[config.mk]
export PLATFORM = sky130hd
export DESIGN_NAME = div_unit
export DESIGN_NICKNAME = d
export VERILOG_FILES = /design/src/rtl/div_unit_pkg.sv /design/src/rtl/div_sign_fixup.sv /design/src/rtl/div_unit.sv
export SDC_FILE = /design/constraint.sdc
export NUM_CORES = 1
export LEC_CHECK = 0
export ABC_CLOCK_PERIOD_IN_PS = 5250
export CAP_MARGIN = 5
export CORE_AREA = 2 2 147 149
export DETAILED_ROUTE_END_ITERATION = 8
export DIE_AREA = 0 0 149 151
export PLACE_DENSITY = 0.85
export SETUP_SLACK_MARGIN = 0.3
export SYNTH_ARGS = -nofsm -noshare
export SYNTH_HDL_FRONTEND = slang
export SYNTH_SLANG_ARGS = --single-unit
[constraint.sdc]
create_clock -name clock -period 5.25 [get_ports clock]
set_clock_uncertainty 0.2 [all_clocks]
set_input_delay 1.05 -clock clock [delete_from_list [all_inputs] [get_ports clock]]
set_output_delay 1.05 -clock clock [all_outputs]
set_load 0.01 [all_outputs]
[src/rtl/div_unit_pkg.sv]
// Shared definitions for the radix-2 restoring divider: ALU function codes,
// divider state encodings and small decode helpers.
package div_unit_pkg;

  // ALU function codes that route to the divider.
  localparam logic [4:0] ALU_DIV  = 5'd16;
  localparam logic [4:0] ALU_DIVU = 5'd17;
  localparam logic [4:0] ALU_REM  = 5'd18;
  localparam logic [4:0] ALU_REMU = 5'd19;

  // Divider controller states.
  typedef enum logic [1:0] {
    DIV_STATE_IDLE = 2'd0,
    DIV_STATE_CALC = 2'd1,
    DIV_STATE_DONE = 2'd2
  } div_state_e;

  // True for any of the four divider function codes.
  function automatic logic is_div_func(input logic [4:0] f);
    return (f == ALU_DIV) || (f == ALU_DIVU) || (f == ALU_REM) || (f == ALU_REMU);
  endfunction

  // True for the signed variants (DIV, REM).
  function automatic logic is_signed_func(input logic [4:0] f);
    return (f == ALU_DIV) || (f == ALU_REM);
  endfunction

  // True when the quotient is the selected result (DIV, DIVU).
  function automatic logic is_quot_func(input logic [4:0] f);
    return (f == ALU_DIV) || (f == ALU_DIVU);
  endfunction

  // Magnitude of a signed operand; raw value when the operation is unsigned.
  function automatic logic [31:0] mag32(input logic [31:0] v, input logic sgn);
    return (sgn && v[31]) ? (~v + 32'd1) : v;
  endfunction

endpackage

[src/rtl/div_sign_fixup.sv]
// Sign fix-up and result select for the divider: applies two's-complement
// negation to the raw magnitude quotient/remainder and picks the one the
// function code asks for. Purely combinational.
module div_sign_fixup
  import div_unit_pkg::*;
(
  input  logic [31:0] quot_raw_i,
  input  logic [31:0] rem_raw_i,
  input  logic        quot_neg_i,
  input  logic        rem_neg_i,
  input  logic [4:0]  func_i,
  output logic [31:0] result_o
);

  logic [31:0] quot_fixed;
  logic [31:0] rem_fixed;

  // Negate where required, then select quotient or remainder.
  always_comb begin
    quot_fixed = quot_neg_i ? (~quot_raw_i + 32'd1) : quot_raw_i;
    rem_fixed  = rem_neg_i  ? (~rem_raw_i  + 32'd1) : rem_raw_i;
    result_o   = is_quot_func(func_i) ? quot_fixed : rem_fixed;
  end

endmodule

[src/rtl/div_unit.sv]
// div_unit: 32-bit multi-cycle restoring divider for DIV/DIVU/REM/REMU.
// One quotient bit per cycle; 33 cycles from accepted start to done.
// Optional build macro DIV_EARLY_OUT_EN: divide-by-zero and signed overflow
// complete straight from IDLE with a 1-cycle latency.
module div_unit
  import div_unit_pkg::*;
(
  input  logic        clock,
  input  logic        reset,
  input  logic        start,
  input  logic        flush,
  input  logic [4:0]  alu_function,
  input  logic [31:0] operand_a,
  input  logic [31:0] operand_b,
  output logic        busy,
  output logic        done,
  output logic [31:0] result
);

  div_state_e  state_q;
  logic [4:0]  func_q;
  logic [31:0] dvd_q;      // dividend bits shift out the top, quotient bits in the bottom
  logic [31:0] rem_q;      // partial remainder
  logic [31:0] dvs_q;      // divisor magnitude
  logic        quot_neg_q;
  logic        rem_neg_q;
  logic [4:0]  cnt_q;
  logic        busy_q;
  logic        done_q;
  logic [31:0] result_q;

  logic [32:0] partial;
  logic [32:0] diff;
  logic [31:0] rem_d;
  logic [31:0] dvd_d;
  logic [31:0] fixed_result;
  logic        op_signed;

  assign op_signed = is_signed_func(alu_function);

`ifdef DIV_EARLY_OUT_EN
  logic        div_by_zero;
  logic        signed_ovf;
  logic [31:0] early_result;

  // Detect the two corner cases at the start edge and form their results.
  always_comb begin
    div_by_zero  = (operand_b == 32'd0);
    signed_ovf   = op_signed && (operand_a == 32'h8000_0000) && (operand_b == 32'hFFFF_FFFF);
    early_result = 32'd0;
    if (is_quot_func(alu_function)) begin
      early_result = div_by_zero ? 32'hFFFF_FFFF : 32'h8000_0000;
    end else begin
      early_result = div_by_zero ? operand_a : 32'd0;
    end
  end
`endif

  // One restoring step: trial-subtract the divisor from the shifted remainder.
  always_comb begin
    // NOTE: defaults first so every path assigns every output and no latch is inferred.
    rem_d   = {rem_q[30:0], dvd_q[31]};
    dvd_d   = {dvd_q[30:0], 1'b0};
    partial = {rem_q, dvd_q[31]};
    diff    = partial - {1'b0, dvs_q};
    // rem_q < dvs_q always holds, so diff fits in 33 signed bits and diff[32] is its sign.
    if (!diff[32]) begin
      rem_d = diff[31:0];
      dvd_d = {dvd_q[30:0], 1'b1};
    end
  end

  // Fix-up sees the final iteration's values so result is written on the CALC->DONE edge.
  div_sign_fixup u_fixup (
    .quot_raw_i (dvd_d),
    .rem_raw_i  (rem_d),
    .quot_neg_i (quot_neg_q),
    .rem_neg_i  (rem_neg_q),
    .func_i     (func_q),
    .result_o   (fixed_result)
  );

  // Controller, counter and shift datapath with registered busy/done/result.
  always_ff @(posedge clock) begin
    // NOTE: sequential state uses non-blocking assignments so every register samples pre-edge values.
    if (!reset) begin
      state_q    <= DIV_STATE_IDLE;
      func_q     <= 5'd0;
      dvd_q      <= 32'd0;
      rem_q      <= 32'd0;
      dvs_q      <= 32'd0;
      quot_neg_q <= 1'b0;
      rem_neg_q  <= 1'b0;
      cnt_q      <= 5'd0;
      busy_q     <= 1'b0;
      done_q     <= 1'b0;
      result_q   <= 32'd0;
    end else if (flush) begin
      state_q <= DIV_STATE_IDLE;
      busy_q  <= 1'b0;
      done_q  <= 1'b0;
    end else begin
      case (state_q)
        DIV_STATE_IDLE: begin
          if (start && is_div_func(alu_function)) begin
            func_q    <= alu_function;
            dvd_q     <= mag32(operand_a, op_signed);
            dvs_q     <= mag32(operand_b, op_signed);
            rem_q     <= 32'd0;
            // A zero divisor yields an all-ones magnitude quotient that must not be negated.
            quot_neg_q <= op_signed && (operand_a[31] ^ operand_b[31]) && (operand_b != 32'd0);
            rem_neg_q <= op_signed && operand_a[31];
            cnt_q     <= 5'd31;
            busy_q    <= 1'b1;
`ifdef DIV_EARLY_OUT_EN
            if (div_by_zero || signed_ovf) begin
              state_q  <= DIV_STATE_DONE;
              result_q <= early_result;
              done_q   <= 1'b1;
            end else begin
              state_q  <= DIV_STATE_CALC;
            end
`else
            state_q   <= DIV_STATE_CALC;
`endif
          end
        end
        DIV_STATE_CALC: begin
          rem_q <= rem_d;
          dvd_q <= dvd_d;
          if (cnt_q == 5'd0) begin
            state_q  <= DIV_STATE_DONE;
            result_q <= fixed_result;
            done_q   <= 1'b1;
          end else begin
            cnt_q <= cnt_q - 5'd1;
          end
        end
        DIV_STATE_DONE: begin
          state_q <= DIV_STATE_IDLE;
          busy_q  <= 1'b0;
          done_q  <= 1'b0;
        end
        default: begin
          state_q <= DIV_STATE_IDLE;
          busy_q  <= 1'b0;
          done_q  <= 1'b0;
        end
      endcase
    end
  end

  assign busy   = busy_q;
  assign done   = done_q;
  assign result = result_q;

endmodule

# After elaboration in Yosys (flattened, before gate mapping)
# Index checks and enable logic that the tools add are counted.
[classes] eq_ne=10 n_bitwise=9 n_addsub=6 reduce_logical=22 muxes=21
[ops] cell="two-way mux 32 bit" count=8
[ops] cell="adder 32 x 1 -> 32 bit, second input constant" count=4
[ops] cell="NOT 32 bit" count=4
[ops] cell="case mux 32 bit (2 select lines)" count=2
[ops] cell="subtractor 33 x 32 -> 33 bit" count=1
[ops] cell="nonzero test 32 bit" count=1
[ops] cell="== test 5 bit, second input constant" count=6
[ops] cell="two-way mux 5 bit" count=2
[ops] cell="case mux 5 bit (2 select lines)" count=1
[ops] cell="AND reduction 3 bit" count=3
[ops] cell="!= test 2 bit, second input constant" count=3
[ops] cell="AND reduction 2 bit" count=3
[ops] cell="logical AND 1 bit" count=5
[ops] cell="logical NOT 5 bit" count=1
[ops] cell="logical OR 1 bit" count=5
[ops] cell="subtractor 5 x 1 -> 5 bit, second input constant" count=1
[ops] cell="two-way mux 2 bit" count=2
[ops] cell="NOT 1 bit" count=4
[ops] cell="case mux 1 bit (2 select lines)" count=2
[ops] cell="case mux 2 bit (2 select lines)" count=1
[ops] cell="AND reduction 4 bit" count=1
[ops] cell="two-way mux 1 bit" count=3
[ops] cell="== test 2 x 1 -> 1 bit, second input constant" count=1
[ops] cell="logical NOT 2 bit" count=1
[ops] cell="3 further kinds" count=3
[totals] reg_bits=144 inputBits=73

# Logic depth before layout (Yosys ltp)
# Gate-level depths: netlist (run 1).
[logic_depth] word_depth=7 mapped_depth=24 ltp_nobuf=22

# Modules after synthesis
# From an unflattened synthesis (run 1), not the netlist that was laid out.
[unflattened] hier_cells=1375 area_unflattened_um2=10717.8
[modules_own_cells] module="div_unit" area_per_inst_um2=8844.7 cells_per_inst=1114 instances=1
[modules_own_cells] module="div_sign_fixup" area_per_inst_um2=1873.0 cells_per_inst=261 instances=1

# Worst setup path before layout (run 1)
# No wires, ideal clock.
[synth_timing] path_type="register to register" start="register dvd_q[31]" end="register result_q[26] (netlist: result[26])" required_time_ns=4.934 t_arrival_ns=4.508 n_path_buf=2 stages_incl_launch_ff=24 setup_slack_ns=0.426 cell_sequence="dfxtp_1 > inv_1 > ha_1 > inv_1 > fa_1 > a211oi_2 > o211ai_1 > nand4_2 > a2111oi_4 > nor4b_2 > nor2_8 > inv_2 > buf_2 > buf_1 > ha_1 > nand2_1 > or3_1 > or2_1 > nand2_1 > xor2_1 > o21ai_0 > a221oi_1 > nand2_1 > o211a_1"
[synth_between] elab_chain_len=6
[synth_lines] element="from (decl)" line="div_unit.sv:22" source="logic [31:0] dvd_q;"
[synth_lines] element="from (signal assigned)" line="div_unit.sv:107" source="dvd_q <= mag32(operand_a, op_signed);"
[synth_lines] element="from (signal assigned)" line="div_unit.sv:130" source="dvd_q <= dvd_d;"
[synth_lines] element="subtractor 33 x 32 -> 33 bit" line="div_unit.sv:65" source="diff = partial - {1'b0, dvs_q};"
[synth_lines] element="two-way mux 32 bit or two-way mux 1 bit (tied branches)" line="div_unit.sv:67" source="if (!diff[32]) begin"
[synth_lines] element="NOT 32 bit (on tied branches)" line="div_sign_fixup.sv:21, div_sign_fixup.sv:20"
[synth_lines] element="adder 32 x 1 -> 32 bit (on tied branches)" line="div_sign_fixup.sv:21, div_sign_fixup.sv:20"
[synth_lines] element="two-way mux 32 bit (on tied branches)" line="div_sign_fixup.sv:21, div_sign_fixup.sv:20"
[synth_lines] element="two-way mux 32 bit (*)" line="div_sign_fixup.sv:22" source="result_o = is_quot_func(func_i) ? quot_fixed : rem_fixed;"
[synth_lines] element="to (signal assigned)" line="div_unit.sv:133" source="result_q <= fixed_result;"
[synth_lines] element="to (decl)" line="div_unit.sv:30" source="logic [31:0] result_q;"
# Every way passes the cells marked *; elsewhere a longest branch is shown, timed or not.
# A chain may end at the register's enable or synchronous reset.

# Worst setup path in the final report (run 1)
[layout_timing] start="register rem_q[18]" end="register result_q[26] (netlist: result[26])"
[layout_between] elab_chain_len=6
[layout_lines] element="from (decl)" line="div_unit.sv:23" source="logic [31:0] rem_q;"
[layout_lines] element="from (signal assigned)" line="div_unit.sv:129" source="rem_q <= rem_d;"
[layout_lines] element="subtractor 33 x 32 -> 33 bit" line="div_unit.sv:65"
[layout_lines] element="two-way mux 32 bit or two-way mux 1 bit (tied branches)" line="div_unit.sv:67"
[layout_lines] element="NOT 32 bit (on tied branches)" line="div_sign_fixup.sv:21, div_sign_fixup.sv:20"
[layout_lines] element="adder 32 x 1 -> 32 bit (on tied branches)" line="div_sign_fixup.sv:21, div_sign_fixup.sv:20"
[layout_lines] element="two-way mux 32 bit (on tied branches)" line="div_sign_fixup.sv:21, div_sign_fixup.sv:20"
[layout_lines] element="two-way mux 32 bit (*)" line="div_sign_fixup.sv:22"
# Marks and branches as above.

==> results of run 1 <==
-- critical path, delay by kind of cell (launching register included) --
family / cells / cell delay, ns
AND/OR/NAND/NOR: 8 / 1.71
adder cells (fa/ha/maj): 2 / 0.74
AO/OA/AOI/OAI: 4 / 0.94
multiplexers: 2 / 0.49
buffers and inverters: 1 / 0.19
flip-flops: 1 / 0.39
-- report_power, final --
group          total (mW)  switching (mW)  internal [mW]
clock network        1.32           0.514          0.803
registers            1.11          0.0152           1.10
logic                1.06           0.651          0.408
-- worst min path at each step --
stage,start,to,slack [ns],cells past startpoint
final,result[21]$_SDFFE_PN0P_,result[21]$_SDFFE_PN0P_,0.25,2
after floorplan,dvs_q[31]$_SDFFE_PN0P_,dvs_q[31]$_SDFFE_PN0P_,0.24,2
after global routing,result[7]$_SDFFE_PN0P_,result[7]$_SDFFE_PN0P_,0.28,2
after CTS,result[21]$_SDFFE_PN0P_,result[21]$_SDFFE_PN0P_,0.25,2
after detailed placement,result[21]$_SDFFE_PN0P_,result[21]$_SDFFE_PN0P_,0.24,2
after global placement,result[21]$_SDFFE_PN0P_,result[21]$_SDFFE_PN0P_,0.24,2
-- flip-flops by register name, summed over array words and instances (netlist names) --
register    flops
dvd_q          32
rem_q          32
result         32
busy            1
rem_neg_q       1
state_q         2
cnt_q           5
quot_neg_q      1
func_q          4
done            1
dvs_q          32
-- cell type report --
cell class | instances | share of cell area
tap | 275 | 0.0262
multi-input combinational | 1222 | 0.600
inverter | 59 | 0.0171
clock inverter | 14 | 0.0156
clock buffer | 17 | 0.0324
timing repair buffer | 123 | 0.0903
sequential | 143 | 0.218
-- stage by stage --
stage,instances,power [mW]
after global placement,1821,2.14
after global routing,1853,3.62
final,1853,3.49
after floorplan,1517,1.86
after CTS,1852,3.46
after detailed placement,1821,2.15
-- per-layer routing --
layer  vias to the layer above  part of all wire  global-route usage
met2                       484              0.48               0.509
met1                      5529              0.42               0.381
li1                       5633                 -                   -
met5                         -                 0                   0
met3                       110             0.062              0.0392
met4                         0             0.041               0.138
-- Yosys cell counts (4+ instances only) --
| master | instances |
|---|---|
| nor2_1 | 173 |
| a21oi_1 | 150 |
| nand2_1 | 149 |
| dfxtp_1 | 143 |
| o21ai_0 | 101 |
| xor2_1 | 73 |
| clkbuf_1 | 71 |
| xnor2_1 | 58 |
| inv_1 | 57 |
| a211oi_1 | 45 |
| ha_1 | 38 |
| o211a_1 | 34 |
| nor3_1 | 33 |
| o31ai_1 | 27 |
| nand3_1 | 26 |
| and2_1 | 24 |
| or3_1 | 24 |
| mux2i_1 | 22 |
| o211ai_1 | 21 |
| nand4_1 | 17 |
| buf_2 | 16 |
| nor4_1 | 16 |
| a21boi_0 | 12 |
| o41ai_1 | 11 |
| or4_1 | 11 |
| a22oi_1 | 10 |
| a31oi_1 | 10 |
| a21o_1 | 9 |
| mux2_2 | 8 |
| nand2b_1 | 8 |
| nand3b_1 | 8 |
| o21a_1 | 7 |
| nor2b_1 | 6 |
| a2111oi_0 | 5 |
| nor3b_1 | 5 |
| a211o_1 | 4 |
| a311oi_1 | 4 |
| and3_1 | 4 |
| buf_1 | 4 |
| o31a_1 | 4 |
| or2_2 | 4 |
-- logic make-up (layout without fill, tap and decap cells) --
logic type                 Yosys count  count (layout)  share of synthesized area
AOI/OAI and AO/OA                  496             496                      0.295
xor gates and xnor gates           131             131                      0.102
adders and majority gates           39              39                     0.0440
buffers and inverters              152             213                     0.0531
DFF                                143             143                      0.254
muxes                               30              30                     0.0275
and+or+nand+nor                    526             526                      0.225
-- repair_timing --
action                                  4_1_cts  5_1_grt
resized for setup                             0       10
buffers inserted                              0        1
endpoints found under the setup margin        0       10
==> run summary, run 1 <==
Run status = completed
Avg Cell Area, Syn = 7.43 sq um
Syn Nets = 1629
Die width = 149 um
Setup crit end kind = register
Multi-input gate area in the final layout = 7870 sq um
Final Core Density = 0.630
Hold Path Class = register to register
Global-route wire length before repair = 54700 um
Hpwl dp = 24700 um
Cell chain of the critical path = ha_1 -> nand4_1 -> or3_1 -> o21bai_4 -> a2111oi_4 -> nor4b_4 -> nor2_8 -> mux2i_2 -> ha_2 -> nand4_1 -> nor3_2 -> o22ai_1 -> nor4_4 -> buf_4 -> mux2i_1 -> nand2_1 -> o211a_1
Number of filler cells placed in the layout = 1851
Via/cell ratio = 6.34
CP max stage cell = ha_1
CTS Hold Bufs = 0
Pwr dens = 266 nW/um^2
Startpoint class of the critical path = register
Setup_tns = 0 ns
Starting Density = 0.541
Clk slew on worst S/H paths = 0.06 ns
Pre-CTS setup slack = 0.523 ns
Die Ht = 151 um
CORE AREA = 20800 sq um
H-tree depth = 4
Area leader, netlist = dfxtp_1
Distinct cells, synth = 85
CP Max Fanout = 8
Final Hold Slack = 0.251 ns
Commonest non-fill, non-tap cell in the layout = nor2_1
Period utilization = 0.909
RR Startpoint = rem_q[18]$_SDFFE_PN0P_
Detail Route Antenna Nets = 0
Crit path DAT = 4.90 ns
CTS tree = yes
Sequential area share after synthesis = 0.254
CP Class = register to register
Fin crit period = 4.77 ns
Port Buffer Count = 106
CP most frequent cell = nand4_1
Max IR drop VDD = 0.000225 V
Most frequent cells in the layout = 173 x nor2_1, 150 x a21oi_1, 148 x nand2_1
Synthesis Warnings = 0
RSZ-0062 raised after global routing = false
Worst r2r dst = result[26]$_SDFFE_PN0P_
Placed inst area = 12400 sq um
CP Launch Point = rem_q[18]$_SDFFE_PN0P_
Synth top area cells = dfxtp_1 25%, a21oi_1 6.7%, nor2_1 5.8%
CTS Buf Count = 17
Cell Area, Synth = 11300 sq um
Primary FF master, synth = dfxtp_1
WL/cell = 18.3 um
GRT Resource Usage Total = 0.300
Reg2Reg Depth = 17
Cell count after synthesis = 1517
Area Growth Syn to Fin = 16.3%
Critical Path End = result[26]$_SDFFE_PN0P_
Initial drt markers = 1247
Vias in the first global route = 10900
Remaining global-route overflow = 0
Post-synth EDFFs = 0
Final nets = 1678
Final worst setup slack = 0.478 ns
Drt first pass iters = 6
Final Hold Fails = 0
Num rows = 53
LEAKAGE = 5.27 nW
Clock Path Buffers = 2
Routed via count = 11800
Reg area = 2860 sq um
Design Area, Final = 13100 sq um
Antenna violations before repair = 0
Gpl congestion = 0.916
MaxCap Viol Count = 0
Relative slew slack = 0.248
Worst-Margin Slew = 1.13 ns
Reg-to-reg setup timing slack = 0.48 ns
Post-synth ARST share = 0
Worst-Skew Late Latency = 0.44 ns
Die Area = 22500 sq um
Slowest Stage Delay on Critical Path = 0.45 ns
Top cell type's share of synthesized area = 0.254
Antenna Cells = 0
I/O pin total = 107
DRC viols = 0
Final setup fails = 0
Synthesis-stage register bit count = 143
Root Driver = clkbuf_16
Worst endpoint required time = 5.38 ns
Share of cells above drive strength 1 = 0.0615
CTS sink count = 143
Fmax = 210 MHz
Total wire length = 33900 um
Pin count of the biggest net entering global routing = 75
Max-slew violation count = 0
Power figures use the tool's default switching activity.
==> run 2: changes to the inputs <==
--- a/config.mk
+++ b/config.mk
@@ -5,7 +5,7 @@
 export SDC_FILE = /design/constraint.sdc
 export NUM_CORES = 1
 export LEC_CHECK = 0
-export ABC_CLOCK_PERIOD_IN_PS = 5250
+export ABC_CLOCK_PERIOD_IN_PS = 5400
 export CAP_MARGIN = 5
 export CORE_AREA = 2 2 147 149
 export DETAILED_ROUTE_END_ITERATION = 8
==> constraint.sdc (replaced) <==
create_clock -name clock -period 5.4 [get_ports clock]
set_clock_uncertainty 0.2 [all_clocks]
set_input_delay 1.08 -clock clock [delete_from_list [all_inputs] [get_ports clock]]
set_output_delay 1.08 -clock clock [all_outputs]
set_load 0.01 [all_outputs]
==> run summary, run 2 (synthesized netlist as in run 1, its figures left out) <==
CP Class = register to register (unchanged)
Commonest non-fill, non-tap cell in the layout = nor2_1 (unchanged)
Final setup fails = 0 (unchanged)
Final nets = 1682 (was 1678)
Cell chain of the critical path = inv_1 -> ha_1 -> inv_1 -> fa_2 -> a211oi_2 -> o211ai_1 -> nand4_2 -> a2111oi_4 -> nor4b_4 -> nor2_8 -> mux2i_4 -> ha_4 -> nand4_1 -> nor3_2 -> o22ai_2 -> nor4_4 -> buf_4 -> mux2i_1 -> nand2_1 -> o211a_1 (was ha_1 -> nand4_1 -> or3_1 -> o21bai_4 -> a2111oi_4 -> nor4b_4 -> nor2_8 -> mux2i_2 -> ha_2 -> nand4_1 -> nor3_2 -> o22ai_1 -> nor4_4 -> buf_4 -> mux2i_1 -> nand2_1 -> o211a_1)
Number of filler cells placed in the layout = 1836 (was 1851)
Drt first pass iters = 6 (unchanged)
DRC viols = 0 (unchanged)
CTS Buf Count = 17 (unchanged)
Met3 wire len = 2290 um (was 2110 um)
Relative slew slack = 0.195 (was 0.248)
Buffers and inverters on the worst path = 3 (was 1)
Routed via count = 11800 (about the same)
Global-route wire length before repair = 53500 um (was 54700 um)
Most frequent cells in the layout = 173 x nor2_1, 150 x a21oi_1, 149 x nand2_1 (was 173 x nor2_1, 150 x a21oi_1, 148 x nand2_1)
Final Hold Fails = 0 (unchanged)
Multi-input gate area in the final layout = 7880 sq um (was 7870 sq um)
Met1 wire length = 14200 um (about the same)
Slowest Stage Delay on Critical Path = 0.54 ns (was 0.45 ns)
CTS sink count = 143 (unchanged)
H-tree depth = 4 (unchanged)
Max-slew violation count = 0 (unchanged)
MaxCap Viol Count = 0 (unchanged)
Area Growth Syn to Fin = 16.3% (about the same)
Worst-Skew Late Latency = 0.44 ns (about the same)
Placed cells = 1820 (was 1821)
Fin crit period = 4.90 ns (was 4.77 ns)
Worst-Margin Slew = 1.21 ns (was 1.13 ns)
Die width = 149 um (unchanged)
Num rows = 53 (unchanged)
Pin count of the biggest net entering global routing = 76 (was 75)
Antenna Cells = 0 (unchanged)
CP Max Fanout = 5 (was 8)
CP most frequent cell = inv_1 (was nand4_1)
Total wire length = 33800 um (was 33900 um)
Reg area = 2860 sq um (unchanged)
LEAKAGE = 5.28 nW (was 5.27 nW)
GRT Resource Usage Total = 0.295 (was 0.300)
Gpl congestion = 0.918 (was 0.916)
CORE AREA = 20800 sq um (unchanged)
Initial drt markers = 1443 (was 1247)
WL/cell = 18.2 um (was 18.3 um)
Die Ht = 151 um (unchanged)
Non-filler cells in the finished layout = 1858 (was 1853)
I/O pin total = 107 (unchanged)
Hold Path Class = register to register (unchanged)
Hpwl dp = 24400 um (was 24700 um)
Worst endpoint required time = 5.53 ns (was 5.38 ns)
Reg-to-reg setup timing slack = 0.50 ns (was 0.48 ns)
Period utilization = 0.907 (was 0.909)
Root Driver = clkbuf_16 (unchanged)
Metal2 WL = 15900 um (was 16200 um)
Share of cells above drive strength 1 = 0.0625 (was 0.0615)
CTS Hold Bufs = 0 (unchanged)
Clock Path Buffers = 2 (unchanged)
Max IR drop VDD = 0.000239 V (was 0.000225 V)
Clk slew on worst S/H paths = 0.06 ns (about the same)
Via/cell ratio = 6.33 (was 6.34)
Top Layer Used = met4 (unchanged)
Pwr dens = 254 nW/um^2 (was 266 nW/um^2)
CP max stage cell = a2111oi_4 (was ha_1)
Run status = completed (unchanged)
Crit path DAT = 5.03 ns (was 4.90 ns)
Fmax = 204 MHz (was 210 MHz)
Startpoint class of the critical path = register (unchanged)
RSZ-0062 raised after global routing = false (unchanged)
CP delay by family, top = simple AND/OR/NAND/NOR gates (unchanged)
Vias in the first global route = 10700 (was 10900)
CTS tree = yes (unchanged)
Port Buffer Count = 106 (unchanged)
Setup crit end kind = register (unchanged)
Setup_tns = 0 ns (unchanged)
Die Area = 22500 sq um (unchanged)
Detail Route Antenna Nets = 0 (unchanged)
Antenna violations before repair = 0 (unchanged)
Remaining global-route overflow = 0 (unchanged)
Starting Density = 0.541 (unchanged)
-- run 2: cell types whose count changed in the layout (fill, tap and decap cells not counted), sizes merged --
cell	change
clkbuf	+3
clkinv	+2
buf	+4
inv	-1
bufinv	-3
-- run 2: power by group --
group	leakage [nW]	switching, mW	internal [mW]	total, mW
sequential	1.15	0.0143	1.07	1.08
combinational	3.84	0.642	0.407	1.05
clock	0.291	0.514	0.683	1.20
-- run 2: final cells by class --
| type | count | share of cell area |
|---|---|---|
| Clock buffer | 20 | 0.0356 |
| Clock inverter | 12 | 0.00964 |
| Inverter | 59 | 0.0169 |
| Multi-Input combinational cell | 1222 | 0.601 |
| Sequential cell | 143 | 0.218 |
| Tap cell | 275 | 0.0262 |
| Timing Repair Buffer | 127 | 0.0926 |
-- run 2: worst min-delay path, delay by kind of cell (launching register included) --
family,cells,cell delay [ns]
flip-flops,1,0.31
AND/OR/NAND/NOR,2,0.10
-- run 2: what timing repair did --
item	CTS	global route
resized for setup	0	8
endpoints found under the hold margin	0	0
endpoints found under the setup margin	0	6
setup buffers	0	6
-- run 2: per-layer routing --
layer / vias to the layer above / track usage
met3: 116 / 0.0352
met5: - / 0
met4: 0 / 0.130
met2: 549 / 0.503
li1: 5625 / -
met1: 5464 / 0.377
-- run 2: path summary, 6_finish.rpt --
kind / cells past startpoint / startpoint / endpoint
max: 20 / dvd_q[31]$_SDFFE_PN0P_ / result[26]$_SDFFE_PN0P_
min: 2 / result[21]$_SDFFE_PN0P_ / result[21]$_SDFFE_PN0P_
max reg2reg: 20 / dvd_q[31]$_SDFFE_PN0P_ / result[26]$_SDFFE_PN0P_
min reg2reg: 2 / result[21]$_SDFFE_PN0P_ / result[21]$_SDFFE_PN0P_
-- run 2: stage by stage --
step	area (sq um)	total power, mW	utilization	worst slack [ns]	hold slack [ns]
after floorplan	11300	1.81	-	0.576	0.241
after global placement	12400	2.08	0.597	0.747	0.241
after detailed placement	12400	2.09	0.597	0.549	0.243
after CTS	13000	3.27	0.626	0.533	0.252
after global routing	13100	3.45	0.630	0.297	0.269
final	13100	3.33	0.630	0.502	0.250
